[config.mk]
export PLATFORM = sky130hd
export DESIGN_NAME = noc_local_ni
export DESIGN_NICKNAME = d
export VERILOG_FILES = /design/src/rtl/noc_local_ni.sv
export SDC_FILE = /design/constraint.sdc
export NUM_CORES = 1
export LEC_CHECK = 0
export CAP_MARGIN = 0
export CORE_MARGIN = 2
export CORE_UTILIZATION = 34
export DETAILED_ROUTE_END_ITERATION = 10
export GPL_TIMING_DRIVEN = 0
export HOLD_SLACK_MARGIN = 0.12
export MAX_ROUTING_LAYER = met4
export SYNTH_ARGS = -nofsm -noshare
export SYNTH_HDL_FRONTEND = slang
export SYNTH_SLANG_ARGS = --single-unit
[constraint.sdc]
create_clock -name clk -period 5.5 [get_ports clk]
set_clock_uncertainty 0.2 [all_clocks]
set_input_delay 1.1 -clock clk [delete_from_list [all_inputs] [get_ports clk]]
set_output_delay 1.1 -clock clk [all_outputs]
set_load 0.01 [all_outputs]
[src/rtl/noc_local_ni.sv]
// rtl/noc_local_ni.sv - Local-port network interface between a PageRank compute element and its router.
module noc_local_ni #(
    parameter logic [1:0] LOCAL_IP  = 2'b00,
    parameter int         TX_DEPTH  = 4,
    parameter int         RX_DEPTH  = 8,
    parameter int         AF_MARGIN = 3
) (
    input  logic        clk,
    input  logic        reset,
    input  logic        tx_valid,
    output logic        tx_ready,
    input  logic [1:0]  tx_dst,
    input  logic [12:0] tx_payload,
    input  logic        inj_full,
    input  logic        inj_almost_full,
    output logic [15:0] inj_data,
    output logic        inj_write,
    input  logic [15:0] ej_data,
    input  logic        ej_write,
    output logic        ej_full,
    output logic        ej_almost_full,
    output logic        rx_valid,
    input  logic        rx_ready,
    output logic [12:0] rx_payload,
    output logic        rx_dst_err,
    output logic        rx_overflow,
    output logic [15:0] tx_count,
    output logic [15:0] rx_count
);
    localparam int TW = $clog2(TX_DEPTH);
    localparam int RW = $clog2(RX_DEPTH);
    localparam logic [TW:0] TX_FULL = (TW+1)'(TX_DEPTH);
    localparam logic [TW:0] TX_ONE  = (TW+1)'(1);
    localparam logic [RW:0] RX_FULL = (RW+1)'(RX_DEPTH);
    localparam logic [RW:0] RX_AF   = (RW+1)'(RX_DEPTH - AF_MARGIN);
    localparam logic [RW:0] RX_ONE  = (RW+1)'(1);

    // Injection queue
    logic [15:0]   tx_mem [TX_DEPTH];
    logic [TW-1:0] tx_wptr, tx_rptr;
    logic [TW:0]   tx_occ, tx_occ_next;
    logic          inj_ok;
    logic          tx_push, tx_pop;

    assign tx_push = tx_valid & tx_ready;
    assign tx_pop  = inj_ok & (tx_occ != '0);

    always_comb begin
        tx_occ_next = tx_occ;
        case ({tx_push, tx_pop})
            2'b10:   tx_occ_next = tx_occ + TX_ONE;
            2'b01:   tx_occ_next = tx_occ - TX_ONE;
            default: tx_occ_next = tx_occ;
        endcase
    end

    always_ff @(posedge clk) begin
        if (tx_push) tx_mem[tx_wptr] <= {tx_payload, tx_dst, 1'b1};
    end

    always_ff @(posedge clk) begin
        if (reset) begin
            tx_wptr   <= '0;
            tx_rptr   <= '0;
            tx_occ    <= '0;
            tx_ready  <= 1'b0;
            inj_ok    <= 1'b0;
            inj_write <= 1'b0;
            inj_data  <= '0;
            tx_count  <= '0;
        end else begin
            if (tx_push) tx_wptr <= tx_wptr + TW'(1);
            if (tx_pop) begin
                tx_rptr  <= tx_rptr + TW'(1);
                inj_data <= tx_mem[tx_rptr];
            end
            inj_write <= tx_pop;
            tx_occ    <= tx_occ_next;
            tx_ready  <= (tx_occ_next != TX_FULL);
            // Same credit rule the router applies to its own downstream writes
            inj_ok    <= ~((inj_almost_full & inj_write) | inj_full);
            tx_count  <= tx_count + {15'd0, inj_write};
        end
    end

    // Receive FIFO, first-word-fall-through
    logic [12:0]   rx_mem [RX_DEPTH];
    logic [RW-1:0] rx_wptr, rx_rptr;
    logic [RW:0]   rx_occ, rx_occ_next;
    logic          rx_flit, rx_fifo_full, rx_push, rx_pop;

    assign rx_flit      = ej_write & ej_data[0];
    assign rx_fifo_full = (rx_occ == RX_FULL);
    assign rx_pop       = rx_valid & rx_ready;
    assign rx_push      = rx_flit & (~rx_fifo_full | rx_pop);
    assign rx_valid     = (rx_occ != '0);
    assign rx_payload   = rx_valid ? rx_mem[rx_rptr] : '0;

    always_comb begin
        rx_occ_next = rx_occ;
        case ({rx_push, rx_pop})
            2'b10:   rx_occ_next = rx_occ + RX_ONE;
            2'b01:   rx_occ_next = rx_occ - RX_ONE;
            default: rx_occ_next = rx_occ;
        endcase
    end

    always_ff @(posedge clk) begin
        if (rx_push) rx_mem[rx_wptr] <= ej_data[15:3];
    end

    always_ff @(posedge clk) begin
        if (reset) begin
            rx_wptr        <= '0;
            rx_rptr        <= '0;
            rx_occ         <= '0;
            ej_full        <= 1'b0;
            ej_almost_full <= 1'b0;
            rx_dst_err     <= 1'b0;
            rx_overflow    <= 1'b0;
            rx_count       <= '0;
        end else begin
            if (rx_push) rx_wptr <= rx_wptr + RW'(1);
            if (rx_pop)  rx_rptr <= rx_rptr + RW'(1);
            rx_occ         <= rx_occ_next;
            ej_full        <= (rx_occ_next == RX_FULL);
            ej_almost_full <= (rx_occ_next >= RX_AF);
            if (rx_push && ej_data[2:1] != LOCAL_IP) rx_dst_err <= 1'b1;
            if (rx_flit && !rx_push) rx_overflow <= 1'b1;
            rx_count <= rx_count + {15'd0, rx_push};
        end
    end
endmodule
==> metrics.cfg <==
[timing]
fmax_ghz=0.228
relSlewSlack=0.368
whs_ns=0.255
worst_pin_slew_ns=0.942
maxSlewViolCount=0
totalNegativeSetupSlack_ns=0
hold_viol_final=0
finalCritPeriodShare=0.796
layout_min_cycle_time_ns=4.38
grt_setup_unrepaired=false
final-setup-viol-count=0

[clocking]
total_of_cells_resized_after_clock_tree_synthesis=0
cts_tree=done
cts.sink_count=239
cts_post_setup_buffers_inserted=0
ctsLongestPathBuffers=3
clk-insertion-delay-late_ns=0.52
clock_transition_at_the_register_clock_pins_on_the_worst_setup_and_hold_paths_after_cts_ns=0.06
cts_hold_buf=0
total_clock_buffers_created_by_cts=26
clock_tree.root_cell=sky130_fd_sc_hd__clkbuf_16
h-tree-depth=1

[critical_path]
arrival_ns=3.08
startpoint_type=register
regToRegStartpoint=rx_occ[1]$_SDFF_PP0_
rr_endpoint=ej_full$_SDFF_PP0_
cp_data_required_time_ns=4.20
critPathMaxFanout=10
crit_path_end_kind=output port
r2r_setup_slack_ns=2.05
critPathCapture=rx_payload[5]
worstSetupPathType=register to output port
worstRegToRegCells=10

[run]
maximum_capacitance_violations=0

[final_layout]
ff_latch_area_mm2=0.00643
layout.filler_cells=2375
multi_input_area_mm2=0.00276
antenna_cells_inserted=0
area_growth_syn_to_layout_pct=27.2
stdcell_count=1117
finalNetCount=809
final_layout_size_suffix_gt1_frac=0.155

[yosys]
synth_area_per_cell_um2=15.2
ys.warnings.count=0
netlist-cell-type-count=42
netlist.area_leader.share=0.529
synth.most_common_cell=sky130_fd_sc_hd__edfxtp_1
async_reset_ff_frac=0
synth.top_cells.by_count=sky130_fd_sc_hd__edfxtp_1, sky130_fd_sc_hd__dfxtp_1, sky130_fd_sc_hd__nor2_1
edff_count_synth=164
post_synth_instance_area_mm2=0.00932
post_synthesis_sequential_area_ratio=0.690
ys_ff_latch=239
cells_taking_the_most_area_after_synthesis=sky130_fd_sc_hd__edfxtp_1, sky130_fd_sc_hd__dfxtp_1, sky130_fd_sc_hd__mux4_2, sky130_fd_sc_hd__nor2_1, sky130_fd_sc_hd__nand2_1
dominantRegCellSynth=sky130_fd_sc_hd__edfxtp_1
mappedNetlistNets=666
netlist_instances=613
synth_top_cell_by_area=sky130_fd_sc_hd__edfxtp_1

[floorplan]
core_area_mm2=0.0270
die_w_um=170
floorplan.initialDensity=0.346
num_io_pins=106
floorplan.die_area_mm2=0.0287
dieHeight_um=170
placementRows=60

[routing]
drt-initial-drc-count=444
detail_route.drc_violations=0
detail-route-antenna-nets=0
vias=5340
viasPerCell=4.78
routed_wl_um=19600
drt_pre_antenna_iters=5
route.detailed.wl_per_inst_um=17.5

[global_route]
met1_usage=0.184
grt_first_pass_wirelength_um=30800
grt_use_met3=0.0222
grt.total_usage=0.142
initial_antenna_violation_count=0
groute.layer.met2.usage=0.237
global_route.overflow_total=0
number_of_global_route_vias_before_repair=5452
busiest_layer=met2
grt_max_degree=16

[place]
hpwl_um=13000
place_inst=1069
gp_congestion=0.733
buffer_ports.inserted=105

[pwr]
cellPowerDensity_mw_per_mm2=399
max-vdd-ir-drop_mv=0.235
power.leakage_nw=3.87

[run_status]
outcome=finished clean

[hold_path]
path_type_of_the_worst_min_delay_path=register to register

## power by group
part           internal (W)  total (W)  switching (W)
Sequential          0.00199    0.00203      0.0000370
Clock               0.00113    0.00182       0.000695
Combinational      0.000439   0.000872       0.000433
Total               0.00356    0.00472        0.00117
## registers in the layout (all words and copies together) (netlist names), 2 cells and up, named ones only
register / count
tx_mem: 60
rx_rptr: 3
rx_count: 16
tx_wptr: 2
rx_wptr: 3
inj_data: 16
tx_occ: 3
rx_mem: 104
tx_count: 16
tx_rptr: 2
rx_occ: 4
## layer usage
metal,vias to the layer above,wire (um)
met2,98,9650
met4,0,365
met1,2641,8830
met3,31,726
li1,2570,-
met5,-,0
## area by class of cell
| class | count | share of cell area |
|---|---|---|
| plain buffers | 27 | 0.00940 |
| clock buffers | 35 | 0.0620 |
| multi-input cells | 331 | 0.233 |
| inverters | 16 | 0.00507 |
| well taps | 341 | 0.0360 |
| clock inverters | 13 | 0.0157 |
| flip-flops and latches | 239 | 0.542 |
| repair buffers | 115 | 0.0963 |
## cell usage in the layout, fill, tap and decap left out, types with 15 or more instances in the layout
cell / count
sky130_fd_sc_hd__a21oi_1: 29
sky130_fd_sc_hd__dfxtp_1: 75
sky130_fd_sc_hd__edfxtp_1: 164
sky130_fd_sc_hd__clkdlybuf4s50_1: 105
sky130_fd_sc_hd__nand3_1: 15
sky130_fd_sc_hd__nand2_1: 48
sky130_fd_sc_hd__nor2_1: 57
sky130_fd_sc_hd__mux2i_1: 15
sky130_fd_sc_hd__clkbuf_1: 19
sky130_fd_sc_hd__xor2_1: 15
sky130_fd_sc_hd__xnor2_1: 17
sky130_fd_sc_hd__mux4_2: 41
sky130_fd_sc_hd__clkbuf_16: 26
## worst min-delay path by stage
stage	slack, ns	cells past startpoint	start	endpoint
6_report	0.25	2	inj_data[8]$_SDFFE_PP0P_	inj_data[8]$_SDFFE_PP0P_
5_1_grt	0.28	2	rx_dst_err$_SDFFE_PP0P_	rx_dst_err$_SDFFE_PP0P_
4_1_cts	0.26	2	inj_data[3]$_SDFFE_PP0P_	inj_data[3]$_SDFFE_PP0P_
3_5_place_dp	0.25	2	rx_dst_err$_SDFFE_PP0P_	rx_dst_err$_SDFFE_PP0P_
3_3_place_gp	0.24	2	rx_dst_err$_SDFFE_PP0P_	rx_dst_err$_SDFFE_PP0P_
2_1_floorplan	0.27	2	rx_rptr[1]$_SDFFE_PP0P_	register
## cells by family (layout without fill, tap and decap cells)
| group | Yosys count | count (layout) | synth area share |
|---|---|---|---|
| muxes | 59 | 59 | 0.119 |
| xor gates and xnor gates | 32 | 32 | 0.0301 |
| DFF | 239 | 239 | 0.690 |
| buffers and inverters | 43 | 206 | 0.0184 |
| adders and majority gates | 15 | 15 | 0.0209 |
| AOI/OAI and AO/OA | 46 | 46 | 0.0301 |
| and+or+nand+nor | 179 | 179 | 0.0920 |
## metrics by stage
step                 util  cell area [um^2]  worst slack, ns  total power (W)
floorplan               -              9320             2.12          0.00260
global placement    0.401             10800           0.0479          0.00294
detailed placement  0.405             10900             1.27          0.00295
CTS                 0.440             11800             1.03          0.00478
global route        0.440             11800            0.925          0.00493
finish              0.440             11800             1.12          0.00472
## critical path: stages (launching register included)
cell,delay [ns]
sky130_fd_sc_hd__dfxtp_1,0.30
sky130_fd_sc_hd__clkbuf_1,0.41
sky130_fd_sc_hd__clkbuf_1,0.62
sky130_fd_sc_hd__mux4_2,0.42
sky130_fd_sc_hd__mux2i_1,0.23
sky130_fd_sc_hd__nor2_1,0.07
sky130_fd_sc_hd__clkdlybuf4s50_1,0.51
No activity file was read; power rests on OpenSTA's default activity.
